`src/rtl/branch_unit_pkg.sv`:
```
// Shared pipeline definitions for the branch unit: opcode and FSM state
// encodings plus the default flush length.
package branch_unit_pkg;

    // Branch opcodes as presented by the decode stage
    typedef enum logic [2:0] {
        BR_NONE = 3'd0,
        BR_BEQ  = 3'd1,
        BR_BNE  = 3'd2,
        BR_BLEZ = 3'd3,
        BR_BGTZ = 3'd4,
        BR_BLTZ = 3'd5,
        BR_BGEZ = 3'd6
    } br_op_t;

    // Branch unit control states
    typedef enum logic [1:0] {
        ST_IDLE     = 2'd0,
        ST_REDIRECT = 2'd1,
        ST_SQUASH   = 2'd2
    } bu_state_t;

    // Default number of squash cycles after a taken branch (legal 1..7)
    localparam int DEFAULT_FLUSH_CYCLES = 2;

    // Width of the squash-cycle counter; holds values up to 7
    localparam int FLUSH_CNT_W = 3;

endpackage

```
`src/rtl/branch_unit_cond.sv`:
```
// Combinational branch condition evaluation. Operands are signed two's
// complement; rt only matters for BEQ and BNE.
module branch_cond
    import branch_unit_pkg::*;
(
    input  logic [2:0]  br_op,
    input  logic [31:0] rs_val,
    input  logic [31:0] rt_val,
    output logic        taken
);

    logic signed [31:0] rs_s;
    logic               rs_neg;
    logic               rs_zero;

    assign rs_s    = $signed(rs_val);
    assign rs_neg  = rs_s < 0;
    assign rs_zero = rs_val == 32'd0;

    // Decode the opcode into a taken/not-taken decision
    always_comb begin
        taken = 1'b0;
        case (br_op_t'(br_op))
            BR_BEQ:  taken = rs_val == rt_val;
            BR_BNE:  taken = rs_val != rt_val;
            BR_BLEZ: taken = rs_neg || rs_zero;
            BR_BGTZ: taken = !rs_neg && !rs_zero;
            BR_BLTZ: taken = rs_neg;
            BR_BGEZ: taken = !rs_neg;
            default: taken = 1'b0;
        endcase
    end

endmodule

```
`src/rtl/branch_unit.sv`:
```
// Branch resolution unit: evaluates branches in the branch stage, issues a
// one-cycle fetch redirect for taken branches, squashes younger work for
// FLUSH_CYCLES cycles and keeps saturating performance counters.
// Handshake: a branch is consumed on a rising edge where in_valid=1,
// br_op!=NONE, stall=0 and the unit is IDLE; there is no ready output, so
// anything presented while redirecting/squashing is dropped by design.
module branch_unit
    import branch_unit_pkg::*;
#(
    parameter int FLUSH_CYCLES = DEFAULT_FLUSH_CYCLES,
    parameter int CNT_W        = 16
) (
    input  logic             clk,
    input  logic             rst_n,
    input  logic             in_valid,
    input  logic [31:0]      pc_plus4,
    input  logic [31:0]      offset_sh,
    input  logic [31:0]      rs_val,
    input  logic [31:0]      rt_val,
    input  logic [2:0]       br_op,
    input  logic             stall,
    output logic             redirect_valid,
    output logic [31:0]      redirect_pc,
    output logic             squash,
    output logic [CNT_W-1:0] branch_cnt,
    output logic [CNT_W-1:0] taken_cnt
);

    localparam logic [FLUSH_CNT_W-1:0] FLUSH_LAST = FLUSH_CNT_W'(FLUSH_CYCLES);

    bu_state_t              state;
    logic [FLUSH_CNT_W-1:0] flush_cnt;
    logic                   taken;
    logic                   accept;
    logic [31:0]            target;

    branch_cond u_cond (
        .br_op  (br_op),
        .rs_val (rs_val),
        .rt_val (rt_val),
        .taken  (taken)
    );

    // Carry out of bit 31 is intentionally dropped
    assign target = pc_plus4 + offset_sh;
    assign accept = in_valid && (br_op != BR_NONE) && !stall && (state == ST_IDLE);

    // Control FSM: redirect pulse, squash window and latched target
    always_ff @(posedge clk or negedge rst_n) begin
        if (!rst_n) begin
            state          <= ST_IDLE;
            flush_cnt      <= '0;
            redirect_valid <= 1'b0;
            redirect_pc    <= 32'd0;
            squash         <= 1'b0;
        end else if (!stall) begin
            case (state)
                ST_IDLE: begin
                    if (accept && taken) begin
                        state          <= ST_REDIRECT;
                        flush_cnt      <= FLUSH_CNT_W'(1);
                        redirect_valid <= 1'b1;
                        redirect_pc    <= target;
                        squash         <= 1'b1;
                    end
                end
                ST_REDIRECT: begin
                    redirect_valid <= 1'b0;
                    if (flush_cnt < FLUSH_LAST) begin
                        state     <= ST_SQUASH;
                        flush_cnt <= flush_cnt + 1'b1;
                    end else begin
                        state     <= ST_IDLE;
                        flush_cnt <= '0;
                        squash    <= 1'b0;
                    end
                end
                ST_SQUASH: begin
                    if (flush_cnt < FLUSH_LAST) begin
                        flush_cnt <= flush_cnt + 1'b1;
                    end else begin
                        state     <= ST_IDLE;
                        flush_cnt <= '0;
                        squash    <= 1'b0;
                    end
                end
                default: begin
                    state          <= ST_IDLE;
                    flush_cnt      <= '0;
                    redirect_valid <= 1'b0;
                    squash         <= 1'b0;
                end
            endcase
        end
    end

    // Saturating performance counters, stepped only by accepted branches
    always_ff @(posedge clk or negedge rst_n) begin
        if (!rst_n) begin
            branch_cnt <= '0;
            taken_cnt  <= '0;
        end else if (accept) begin
            if (branch_cnt != {CNT_W{1'b1}})
                branch_cnt <= branch_cnt + 1'b1;
            if (taken && (taken_cnt != {CNT_W{1'b1}}))
                taken_cnt <= taken_cnt + 1'b1;
        end
    end

endmodule

```
`config.mk`:
```
export PLATFORM = sky130hd
export DESIGN_NAME = branch_unit
export DESIGN_NICKNAME = d
export VERILOG_FILES = /design/src/rtl/branch_unit_pkg.sv /design/src/rtl/branch_unit_cond.sv /design/src/rtl/branch_unit.sv
export SDC_FILE = /design/constraint.sdc
export NUM_CORES = 1
export LEC_CHECK = 0
export CORE_MARGIN = 3
export CORE_UTILIZATION = 55
export DETAILED_ROUTE_END_ITERATION = 16
export DONT_BUFFER_PORTS = 1
export PLACE_DENSITY_LB_ADDON = 0.05
export SLEW_MARGIN = 20
export SYNTH_ARGS = -nofsm -noshare
export SYNTH_HDL_FRONTEND = slang
export SYNTH_HIERARCHICAL = 1
export SYNTH_SLANG_ARGS = --single-unit
```
`constraint.sdc`:
```
create_clock -name clk -period 3.15 [get_ports clk]
set_input_delay 0.4725 -clock clk [delete_from_list [all_inputs] [get_ports clk]]
set_output_delay 0.4725 -clock clk [all_outputs]
set_load 0.005 [all_outputs]
```
### Word level (Yosys, flattened, before mapping)

Cells that the tools add are included.

| storage, ports and cells | value |
|---|---|
| output and inout port bits | 66 |
| input bits | 135 |
| register bits | 71 |
| word-level logic and storage cells | 63 |

| operators by class | value |
|---|---|
| add/subtract/negate cells | 4 |
| reductions and logical operators | 21 |
| magnitude comparators | 2 |
| equal/unequal tests | 15 |
| mux-type cells | 12 |
| bitwise gates (word level) | 2 |

Operators by type and width:

| operator | count |
|---|---|
| $add A16 B1 Y16 const B | 2 |
| $add A32 B32 Y32 | 1 |
| $eq A32 B32 Y1 | 1 |
| $logic_not A32 Y1 | 1 |
| $lt A32 B1 Y1 const B | 1 |
| $ne A16 B16 Y1 const B | 2 |
| $ne A32 B32 Y1 | 1 |
| $reduce_and A3 Y1 | 4 |
| $eq A3 B3 Y1 const B | 3 |
| $eq A3 B2 Y1 const B | 2 |
| $logic_and A1 B1 Y1 | 6 |
| $mux W2 | 3 |
| $mux W3 | 2 |
| $pmux W1 S6 | 1 |
| $pmux W2 S3 | 1 |
| $pmux W3 S2 | 1 |
| $reduce_and A2 Y1 | 3 |
| $ne A2 B2 Y1 const B | 2 |
| $pmux W1 S2 | 2 |
| $add A3 B1 Y3 const B | 1 |
| $eq A3 B1 Y1 const B | 1 |
| $logic_not A1 Y1 | 3 |
| $lt A3 B2 Y1 const B | 1 |
| $reduce_bool A3 Y1 | 1 |
| 8 further kinds | 10 |

### Longest topological paths before layout

| logic depth | value |
|---|---|
| depth after elaboration | 7 |
| depth in mapped cells | 14 |
| gate-level depth less buffers | 12 |

### Modules after synthesis

The synthesis kept the hierarchy.

By module, submodules not included:

| module | cells an instance | times used | area each (um^2) | seq. area each (um^2) |
|---|---|---|---|---|
| branch_unit | 562 | 1 | 4978.5 | 1776.7 |
| branch_cond | 61 | 1 | 484.2 | 0.0 |

### Worst setup path before layout

OpenSTA, ideal clock, no wires.

| timing path | value |
|---|---|
| path kind | input-to-reg |
| from | input port rs_val[20] |
| to | register taken_cnt[15] |
| library setup time | 0.079 ns |
| stages on the path | 13 |
| path buffers | 1 |
| path slack | 0.261 ns |
| data arrival time | 2.810 ns |
| data required time | 3.071 ns |
| cells stage by stage | xor2_1 nor4_1 nand4_1 nor2_1 mux2_1 o211a_1 inv_1 or4_4 a41oi_2 and3_1 buf_4 and3_1 xor2_1 |

| on the way | value |
|---|---|
| word-level cells in the longest chain between the ends | 6 |
| elaborated cells between the ends (all ways) | 11 |
| classes of those cells | order compare: 1; eq/ne: 2; mux: 1; reduce/logical: 7 |

Ends and longest elaborated chain:

| element | line | RTL |
|---|---|---|
| start, declared | branch_unit.sv:18 | `input logic [31:0] rs_val,` |
| $lt A32 B1 Y1 / $logic_not A32 Y1 (equally long branches) | branch_unit_cond.sv:17, branch_unit_cond.sv:18 |  |
| $logic_not A1 Y1 (on tied branches) | branch_unit_cond.sv:27, branch_unit_cond.sv:29 |  |
| $logic_and A1 B1 Y1 | branch_unit_cond.sv:27 | `BR_BGTZ: taken = !rs_neg && !rs_zero;` |
| $pmux W1 S6 * | branch_unit_cond.sv:23 | `case (br_op_t'(br_op))` |
| named net taken | branch_unit.sv:33 | `logic taken;` |
| $logic_and A1 B1 Y1 * | branch_unit.sv:105 | `if (taken && (taken_cnt != {CNT_W{1'b1}}))` |
| $reduce_and A2 Y1 (no line) * | n/a |  |
| end signal, assigned | branch_unit.sv:106 | `taken_cnt <= taken_cnt + 1'b1;` |
| end, declared | branch_unit.sv:26 | `output logic [CNT_W-1:0] taken_cnt` |

Mark *: on every way through the listed nets, which the timed path passes. The rest lies on a longest branch.
A chain may end at the register's enable or synchronous reset.

### Worst setup path after layout

| timing path | value |
|---|---|
| from | input port rs_val[6] |
| to | register taken_cnt[15] |

The elaborated chain is that of the path after synthesis.

==> metrics.md <==
| Metric | Value |
|---|---|
| Leakage power | 2.53 nW |
| Hold Path Class | in -> reg |
| Mapped Nets | 797 |
| DRT iter0 DRCs | 255 |
| VDD IR max | 0.266 mV |
| CTS root buffer | clkbuf_8 |
| Post-synthesis cell area | 5460 um2 |
| H-tree depth | 3 |
| Worst R2R Setup Slack | 0.69 ns |
| Vias | 4841 |
| CTS Buf Count | 9 |
| Initial antenna violation count | 1 |
| Critical path cell sequence | xor2_1 > nor4_1 > nand4_1 > nor2_1 > mux2_1 > o211a_1 > inv_1 > or4_4 > a41oi_2 > and3_1 > and3_1 > xor2_1 |
| CTS tree | built |
| R2r endpoint | branch_cnt[9]$_DFFE_PN0P_ |
| Hold slack | 0.327 ns |
| Final period util | 0.882 |
| Total Routed Length | 15800 um |
| Core area | 9460 um2 |
| Final ANT Viol Nets | 0 |
| Worst Tran Pin Value | 0.640 ns |
| First-pass GRT wire length | 25300 um |
| Initial Util | 0.578 |
| Unrepaired setup endpoints after global routing | false |
| Seq/Total Area, Yosys | 0.325 |
| Area grow syn2layout | 6.67% |
| Fin. max-slew vios | 0 |
| Post-synth EDFFs | 0 |
| Drt drc | 0 |
| Avg Cell Area, Syn | 8.77 um2 |
| All-Layer GR Usage | 0.282 |
| Non-Filler Instances | 758 |
| Most area-hungry cell type in the Yosys netlist | dfrtp_1 |
| Distinct cell type count after synthesis | 67 |
| Global Route met3 Usage | 0.0992 |
| Std-Cell Rows | 35 |
| Clk sink count | 71 |
| Fmax | 360 MHz |
| Vias/cell | 6.39 |
| Top-area cell type share of the netlist area | 0.325 |
| Worst EP required | 3.44 ns |
| # IOs | 201 |
| Crit end category | flip-flop |
| RR Startpoint | state[1]$_DFFE_PN0P_ |
| P per Cell Area | 550 nW/um2 |
| Layout net count | 797 |
| Setup CP Type | in -> reg |
| Outcome | complete, no violations |
| Worst r2r path cells | 8 |
| Placer Congestion | 0.903 |
| Final hold vios | 0 |
| M2 GR Usage | 0.493 |
| Critical path data arrival time | 3.07 ns |
| Rel. slew slack | 0.563 |
| Clock Tree Buf Depth | 2 |
| Fill cells | 862 |
| Worst-path clk slew | 0.08 ns |
| CP Max Fanout | 7 |
| Die area | 11200 um2 |
| MaxCap Viol Count | 0 |
| Critical path endpoint | taken_cnt[15]$_DFFE_PN0P_ |
| Port bufs | 0 |
| Largest net degree at the start of global routing | 72 |
| Die width | 106 um |
| Clock skew | 0.0123 ns |
| Synth Instances | 623 |
| Number of setup buffers added after CTS | 0 |
| CP peak stage delay | 0.56 ns |
| Final Power | 3.20 mW |
| Area contributors post-synth | dfrtp_1 33%, ha_1 8.7%, xor2_1 6.9% |
| Critical Path Source Type | input port |
| Share of cells above drive strength 1 | 0.0717 |
| Placed insts | 739 |
| Met1 Usage GRT | 0.307 |
| Die Y | 106 um |
| Skew-Pair Late Insertion Delay | 0.37 ns |
| Final min period | 2.78 ns |
| Setup TNS | 0 ns |
| Final setup viols | 0 |
| Final HPWL from detailed placement | 12500 um |
| Grt ovf | 0 |
| Ys async rst share | 1.00 |
| Pre-Repair DR Iteration Count | 5 |
| CP startpoint | rs_val[6] |
| Synthesis Warnings | 6 |
| Crit-path slowest cell | or4_4 |
| Synthesis-stage register bit count | 71 |
| WL/cell | 20.8 um |
| Number of global-route vias before repair | 4985 |
| GRT Max-Usage Layer | met2 |
| Top FF cell, synth | dfrtp_1 |
sequential cells by signal, summed over array words and instances, names as in the netlist:
register	cells
branch_cnt	16
flush_cnt	3
redirect_pc	32
redirect_valid	1
squash	1
state	2
taken_cnt	16
cells in the final DEF (no fill, tap or decap), types with 3 or more instances in the layout:
master / instances
o31ai_1: 4
nand3_1: 33
and3_1: 12
nor3_1: 9
inv_6: 3
o211ai_1: 11
a221o_1: 5
a21oi_1: 41
o311ai_0: 3
o21ai_0: 34
mux2_2: 6
nand4_1: 27
o21a_1: 8
nor4_1: 14
inv_1: 17
a2111oi_0: 3
ha_1: 38
nor3b_1: 3
or4_1: 4
nand2_1: 71
xnor2_1: 31
and4_1: 6
or3_1: 3
and2_1: 3
nor2_1: 36
a221oi_1: 3
xor2_1: 43
a211o_1: 4
buf_4: 9
clkbuf_8: 9
nand3b_1: 3
a21o_1: 10
mux2i_1: 3
dfrtp_1: 71
stage by stage:
stage | setup WS (ns) | cell area (um2) | util
2_1_floorplan | 0.261 | 5460 | -
3_3_place_gp | 0.0928 | 5600 | 0.592
3_5_place_dp | 0.0246 | 5600 | 0.592
4_1_cts | 0.383 | 5820 | 0.616
5_1_grt | 0.245 | 5830 | 0.616
6_report | 0.371 | 5830 | 0.616
synth_stat cells, types with 3 or more instances:
master     count
nor4_1        14
nand4_1       27
o211ai_1      11
a211o_1        4
nand3b_1       3
or3_1          3
a221o_1        5
nand2_1       71
dfrtp_1       71
nor2_1        36
clkbuf_1      11
xnor2_1       31
or4_1          4
a221oi_1       3
ha_1          38
nor3_1         9
mux2_2         6
a21o_1        10
and4_1         6
buf_2          9
nor3b_1        3
a2111oi_0      3
o311ai_0       3
o21ai_0       34
o31ai_1        4
a21oi_1       41
nand3_1       33
inv_1         17
and3_1        12
mux2i_1        3
o21a_1         8
xor2_1        43
and2_1         3
where the power goes:
part	internal (mW)	switching, mW	total [mW]	leakage, nW
sequential	1.20	0.317	1.52	0.925
clock	0.300	0.399	0.699	0.0888
combinational	0.428	0.561	0.989	1.52
kinds of logic after synthesis:
kind of cell | share of synthesized area
multiplexers | 0.0199
adder cells (fa/ha/maj) | 0.0907
XOR/XNOR | 0.122
AO/OA/AOI/OAI | 0.193
buffers and inverters | 0.0318
AND/OR/NAND/NOR | 0.218
flip-flops | 0.325
layout make-up:
cell class                      instances  area (um2)  area share
Antenna cell                            1        2.50    0.000429
Sequential cell                        71        1780       0.305
Multi-Input combinational cell        512        3510       0.603
Inverter                               17        63.8      0.0110
Clock inverter                          7        61.3      0.0105
Clock buffer                            9         124      0.0213
Timing Repair Buffer                   12         125      0.0215
Tap cell                              129         161      0.0277
worst min-delay path by stage:
stage	end	depth (start not counted)	from	slack, ns
finish	redirect_pc[0]$_DFFE_PN0P_	3	offset_sh[0]	0.33
global route	redirect_pc[0]$_DFFE_PN0P_	3	offset_sh[0]	0.33
CTS	redirect_pc[0]$_DFFE_PN0P_	3	offset_sh[0]	0.32
detailed placement	taken_cnt[10]$_DFFE_PN0P_	0	rst_n	0.18
global placement	taken_cnt[10]$_DFFE_PN0P_	0	rst_n	0.18
floorplan	branch_cnt[0]$_DFFE_PN0P_	0	rst_n	0.18
layer usage:
metal,part of all wire,vias to the layer above,wire length (um)
li1,-,2317,-
met5,0,-,0
met2,0.50,227,7880
met1,0.37,2252,5850
met3,0.092,45,1450
met4,0.038,0,599
worst max-delay path, delay by kind of cell:
family	cells	cell delay (ns)
simple gates	6	1.74
xor+xnor	2	0.30
buf+inv	1	0.05
compound gates	2	0.34
mux	1	0.15
timing repair:
item                      in CTS  in global routing
hold endpoints to repair      71                  0
hold buffers                   2                  0
resized for setup              0                  0
Power figures use the tool's default switching activity.
